File: config.mk
export PLATFORM = sky130hd
export DESIGN_NAME = bin2bcd_seq
export DESIGN_NICKNAME = d
export VERILOG_FILES = /design/src/rtl/bin2bcd_seq.sv
export SDC_FILE = /design/constraint.sdc
export NUM_CORES = 1
export LEC_CHECK = 0
export ABC_AREA = 1
export CORE_MARGIN = 2
export CORE_UTILIZATION = 35
export DETAILED_ROUTE_END_ITERATION = 6
export PLACE_DENSITY = 0.66
export SYNTH_ARGS = -nofsm -noshare
export SYNTH_HDL_FRONTEND = slang
export SYNTH_SLANG_ARGS = --single-unit
File: constraint.sdc
create_clock -name clk -period 1.39 [get_ports clk]
set_input_delay 0.278 -clock clk [delete_from_list [all_inputs] [get_ports clk]]
set_output_delay 0.278 -clock clk [all_outputs]
set_load 0.05 [all_outputs]
File: src/rtl/bin2bcd_seq.sv
// bin2bcd_seq: iterative shift-and-add-3 binary-to-BCD converter.
// Packs DIGITS BCD digits onto bcd, most significant digit in the top nibble.
// Optional build macro: BIN2BCD_SATURATE_EN. When it is defined, an
// overflowing result shows as all nines. Otherwise bcd shows the value
// mod 10^DIGITS.
//
// state    | meaning
// ---------+-----------------------------------------------------------
// ST_IDLE  | waiting for start; bcd/ovf hold the last result
// ST_SHIFT | one add-3/shift step per cycle, IN_WIDTH steps in total
// ST_DONE  | new bcd/ovf visible, done pulses for one cycle
module bin2bcd_seq #(
  parameter int IN_WIDTH = 16,
  parameter int DIGITS   = 4
) (
  input  logic                  clk,
  input  logic                  reset,
  input  logic                  start,
  input  logic [IN_WIDTH-1:0]   din,
  output logic [4*DIGITS-1:0]   bcd,
  output logic                  ovf,
  output logic                  busy,
  output logic                  done
);

  localparam int SDIG = (IN_WIDTH + 2) / 3;
  localparam int SW   = 4 * SDIG;
  localparam int CW   = $clog2(IN_WIDTH + 1);
  localparam int EW   = 4 * (SDIG + DIGITS);

  localparam logic [1:0] ST_IDLE  = 2'd0;
  localparam logic [1:0] ST_SHIFT = 2'd1;
  localparam logic [1:0] ST_DONE  = 2'd2;

  logic [1:0]          state_q, state_d;
  logic [SW-1:0]       scratch_q, scratch_d;
  logic [IN_WIDTH-1:0] sr_q, sr_d;
  logic [CW-1:0]       cnt_q, cnt_d;
  logic [4*DIGITS-1:0] bcd_q, bcd_d;
  logic                ovf_q, ovf_d;

  logic [SW-1:0]       adj;
  logic [SW-1:0]       shifted;
  logic [EW-1:0]       ext;
  logic [4*DIGITS-1:0] low_digits;
  logic                hi_nz;

  // One add-3/shift step on the scratch digits, plus the result slices
  // taken from it. Zero padding handles DIGITS larger than SDIG.
  always_comb begin
    adj = scratch_q;
    for (int i = 0; i < SDIG; i++) begin
      if (scratch_q[4*i +: 4] >= 4'd5) begin
        adj[4*i +: 4] = scratch_q[4*i +: 4] + 4'd3;
      end
    end
    shifted    = {adj[SW-2:0], sr_q[IN_WIDTH-1]};
    ext        = {{(4*DIGITS){1'b0}}, shifted};
    low_digits = ext[4*DIGITS-1:0];
    hi_nz      = |ext[EW-1:4*DIGITS];
  end

  // Next-state and datapath updates of the conversion sequencer.
  always_comb begin
    state_d   = state_q;
    scratch_d = scratch_q;
    sr_d      = sr_q;
    cnt_d     = cnt_q;
    bcd_d     = bcd_q;
    ovf_d     = ovf_q;
    case (state_q)
      ST_IDLE: begin
        if (start) begin
          sr_d      = din;
          scratch_d = '0;
          cnt_d     = CW'(IN_WIDTH);
          state_d   = ST_SHIFT;
        end
      end
      ST_SHIFT: begin
        scratch_d = shifted;
        sr_d      = {sr_q[IN_WIDTH-2:0], 1'b0};
        cnt_d     = cnt_q - CW'(1);
        // Result is loaded on the last shift edge so it is visible
        // during the DONE cycle together with the done pulse.
        if (cnt_q == CW'(1)) begin
          state_d = ST_DONE;
          ovf_d   = hi_nz;
`ifdef BIN2BCD_SATURATE_EN
          bcd_d   = hi_nz ? {DIGITS{4'h9}} : low_digits;
`else
          bcd_d   = low_digits;
`endif
        end
      end
      ST_DONE: begin
        state_d = ST_IDLE;
      end
      default: begin
        state_d = ST_IDLE;
      end
    endcase
  end

  // State and data registers with synchronous active-high reset.
  always_ff @(posedge clk) begin
    if (reset) begin
      state_q   <= ST_IDLE;
      scratch_q <= '0;
      sr_q      <= '0;
      cnt_q     <= '0;
      bcd_q     <= '0;
      ovf_q     <= 1'b0;
    end else begin
      state_q   <= state_d;
      scratch_q <= scratch_d;
      sr_q      <= sr_d;
      cnt_q     <= cnt_d;
      bcd_q     <= bcd_d;
      ovf_q     <= ovf_d;
    end
  end

  assign bcd  = bcd_q;
  assign ovf  = ovf_q;
  assign busy = (state_q != ST_IDLE);
  assign done = (state_q == ST_DONE);

endmodule

==> flow_summary_export.csv <==
group,metric,value,unit
setup_path,slowest_delay,0.34,ns
sta,drv_slew,0,
placed_design,dp_slack,-0.2015,ns
yosys,synth_area_leaders,"dfxtp_1 (43%), nand2_1 (8.8%), o21ai_0 (7.3%)",
grt,grt_pass1_vias,2611,
setup_path,reg2reg_depth,6,
sta,rsz0062_at_grt,"true",
setup_path,critPathMaxFanout,8,
floorplanning,core.rowCount,33,
clock_network,clk_pin_slew,0.07,ns
route,post_drt_wl_per_cell,12.69,µm
floorplanning,die-width,95.81,µm
placed_design,dp_hpwl,4601,µm
status,status,"finished clean",
grt,grt_overflow_total,0,
yosys,yosysWarnings,0,
yosys,synthCells,379,
floorplanning,start_util,36.09,%
final_layout,nets,474,
floorplanning,fp.dieH,95.81,µm
final_layout,layout_commonest_cell,"nand2_1",
yosys,synth_cell_types,28,
placed_design,dp_cells,529,
final_layout,final_cell_area,4209,µm²
sta,period_needed,1.353,ns
placed_design,portBuffers,37,
yosys,synth.largest_area_cell,"dfxtp_1",
min_path,hold_class,"register to register",
clock_network,clk_path_buf_depth,2,
setup_path,critPathTopFamily,"simple AND/OR/NAND/NOR gates",
setup_path,worst-setup-path-type,"register to register",
sta,fin_skew,0.005656,ns
placed_design,postPlaceCellArea,3749,µm²
clock_network,hold_buffers,0,
setup_path,end_kind,"register",
sta,min_period_over_period,97.32,%
setup_path,slowest_stage,"dfxtp_2",
route,post-route-drc-count,0,
sta,setup_tns,0,ns
placed_design,gp_congestion,0.7857,
pwr,leakage,1.771,nW
clock_network,h-tree-depth,3,
floorplanning,die_area,9180,µm²
setup_path,setup.worst_path.start_class,"register",
pwr,peakVddDrop,723.5,µV
grt,track_usage,15.75,%
floorplanning,num_io_pins,38,
sta,final_hold_viol_count,0,
final_layout,final_cell_mix,"nand2_1 (60), dfxtp_1 (52), inv_1 (38)",
clock_network,cts_tree,"yes",
yosys,synth_seq_cells,64,
yosys,syn_avg_cell_area,7.785,µm²
floorplanning,core,8175,µm²
route,via_per_inst,4.866,
route,dr_total_vias,2681,
setup_path,required,1.66,ns
yosys,syn_nets,412,
clock_network,worstSkewPairLatency,0.33,ns
grt,grt_pass1_wl,11270,µm
pwr,power.density,993.5,nW/µm²
final_layout,syn_to_final_growth,42.66,%
final_layout,drive_gt1_share,28.92,%
clock_network,numCtsBuffers,9,
yosys,synth_area,2950,µm²
setup_path,worstPathArrival,1.62,ns
grt,antenna_found_initial,0,
setup_path,crit_chain,"nand3b_2 > nor2_4 > buf_4 > clkbuf_16 > o21ai_0 > a21oi_1",
route,wirelength,6993,µm
setup_path,cp.depth,6,
clock_network,cts_sinks,64,
final_layout,layout.cells.non_filler,551,
setup_path,rrSetupSlack,0.04,ns
grt,grt_max_degree,26,
sta,fin_ws,0.03721,ns
final_layout,diodes,0,
pwr,p_total,4.182,mW
sta,fin_hold_ws,0.4653,ns
sta,worst_pin_slew,0.3292,ns
route,first_pass_iters,4,
sta,setup_viol,0,
setup_path,path_buf_inv,2,
route,drtIter0Drc,119,
job,drv_cap,0,
min_path,hold_depth,2,
yosys,synth.top_cell.area_share,43.43,%
final_layout,final_util,51.48,%
sta,maxSlewHeadroom,77.82,%
yosys,synth_seq_area_share,43.43,%
sta,max_freq,739.2,MHz
route,ant_nets,0,
clock_network,root_buffer,"clkbuf_8",
## state kept, by name (all words and copies together) (netlist names)
register / cells
sr_q: 16
bcd: 16
scratch_q: 24
ovf: 1
cnt_q: 5
state_q: 2
## final timing paths
check,start,end
setup reg to reg,cnt_q[4]$_SDFFE_PP0P_,bcd[10]$_SDFFE_PP0P_
setup / recovery,cnt_q[4]$_SDFFE_PP0P_,bcd[10]$_SDFFE_PP0P_
hold / removal,sr_q[2]$_SDFFE_PP0P_,sr_q[2]$_SDFFE_PP0P_
hold reg to reg,sr_q[2]$_SDFFE_PP0P_,sr_q[2]$_SDFFE_PP0P_
## logic make-up (layout without fill, tap and decap cells)
family | after synthesis | count (layout) | synth area share (%)
AO/OA/AOI/OAI | 108 | 108 | 20.53
XOR/XNOR | 6 | 6 | 1.781
adder cells (fa/ha/maj) | 14 | 14 | 5.937
buffers and inverters | 65 | 132 | 10.09
flip-flops | 64 | 64 | 43.43
AND/OR/NAND/NOR | 122 | 122 | 18.24
## synthesized netlist by cell type (all sizes together)
| master | instances |
|---|---|
| nand2 | 72 |
| dfxtp | 64 |
| inv | 49 |
| o21ai | 45 |
| a21oi | 27 |
| nor2 | 23 |
| nand3 | 20 |
| o22ai | 20 |
| ha | 14 |
| a22oi | 13 |
| buf | 13 |
| xor2 | 6 |
| nand4 | 4 |
| clkbuf | 3 |
| a21o | 2 |
| or2 | 2 |
| a211oi | 1 |
| nand3b | 1 |
## routing by layer
metal  wire length [µm]  GRT usage [%]  share of wire [%]
met1               3200          19.11                 46
met2               3311          25.93                 47
met3                443          6.500                6.3
met4                 38          3.929               0.54
met5                  0              0                  0
## repair_timing
action	CTS	global route
cloned	0	1
pin swaps	1	15
buffers inserted	0	5
resized for setup	6	64
endpoints found under the setup margin	7	44
## worst register-to-register path: stages, from the launching register on
cell and delay (ns):
dfxtp_2 0.34, nand3b_2 0.22, nor2_4 0.23, buf_4 0.17, clkbuf_16 0.14, o21ai_0 0.07, a21oi_1 0.11
## power by group
group          internal [mW]  switching, mW
sequential              1.91         0.0589
combinational          0.290          0.328
clock                  0.922          0.672
total                   3.12           1.06
## area by class of cell
| cell class | count | area [µm²] |
|---|---|---|
| sequential | 64 | 1296 |
| clock inverter | 3 | 40.04 |
| fill | 781 | 3966 |
| multi-input combinational | 250 | 1551 |
| clock buffer | 13 | 158.9 |
| timing repair buffer | 67 | 844.6 |
| tap | 105 | 131.4 |
| inverter | 49 | 186.4 |
(Power assumes the default switching activity.)
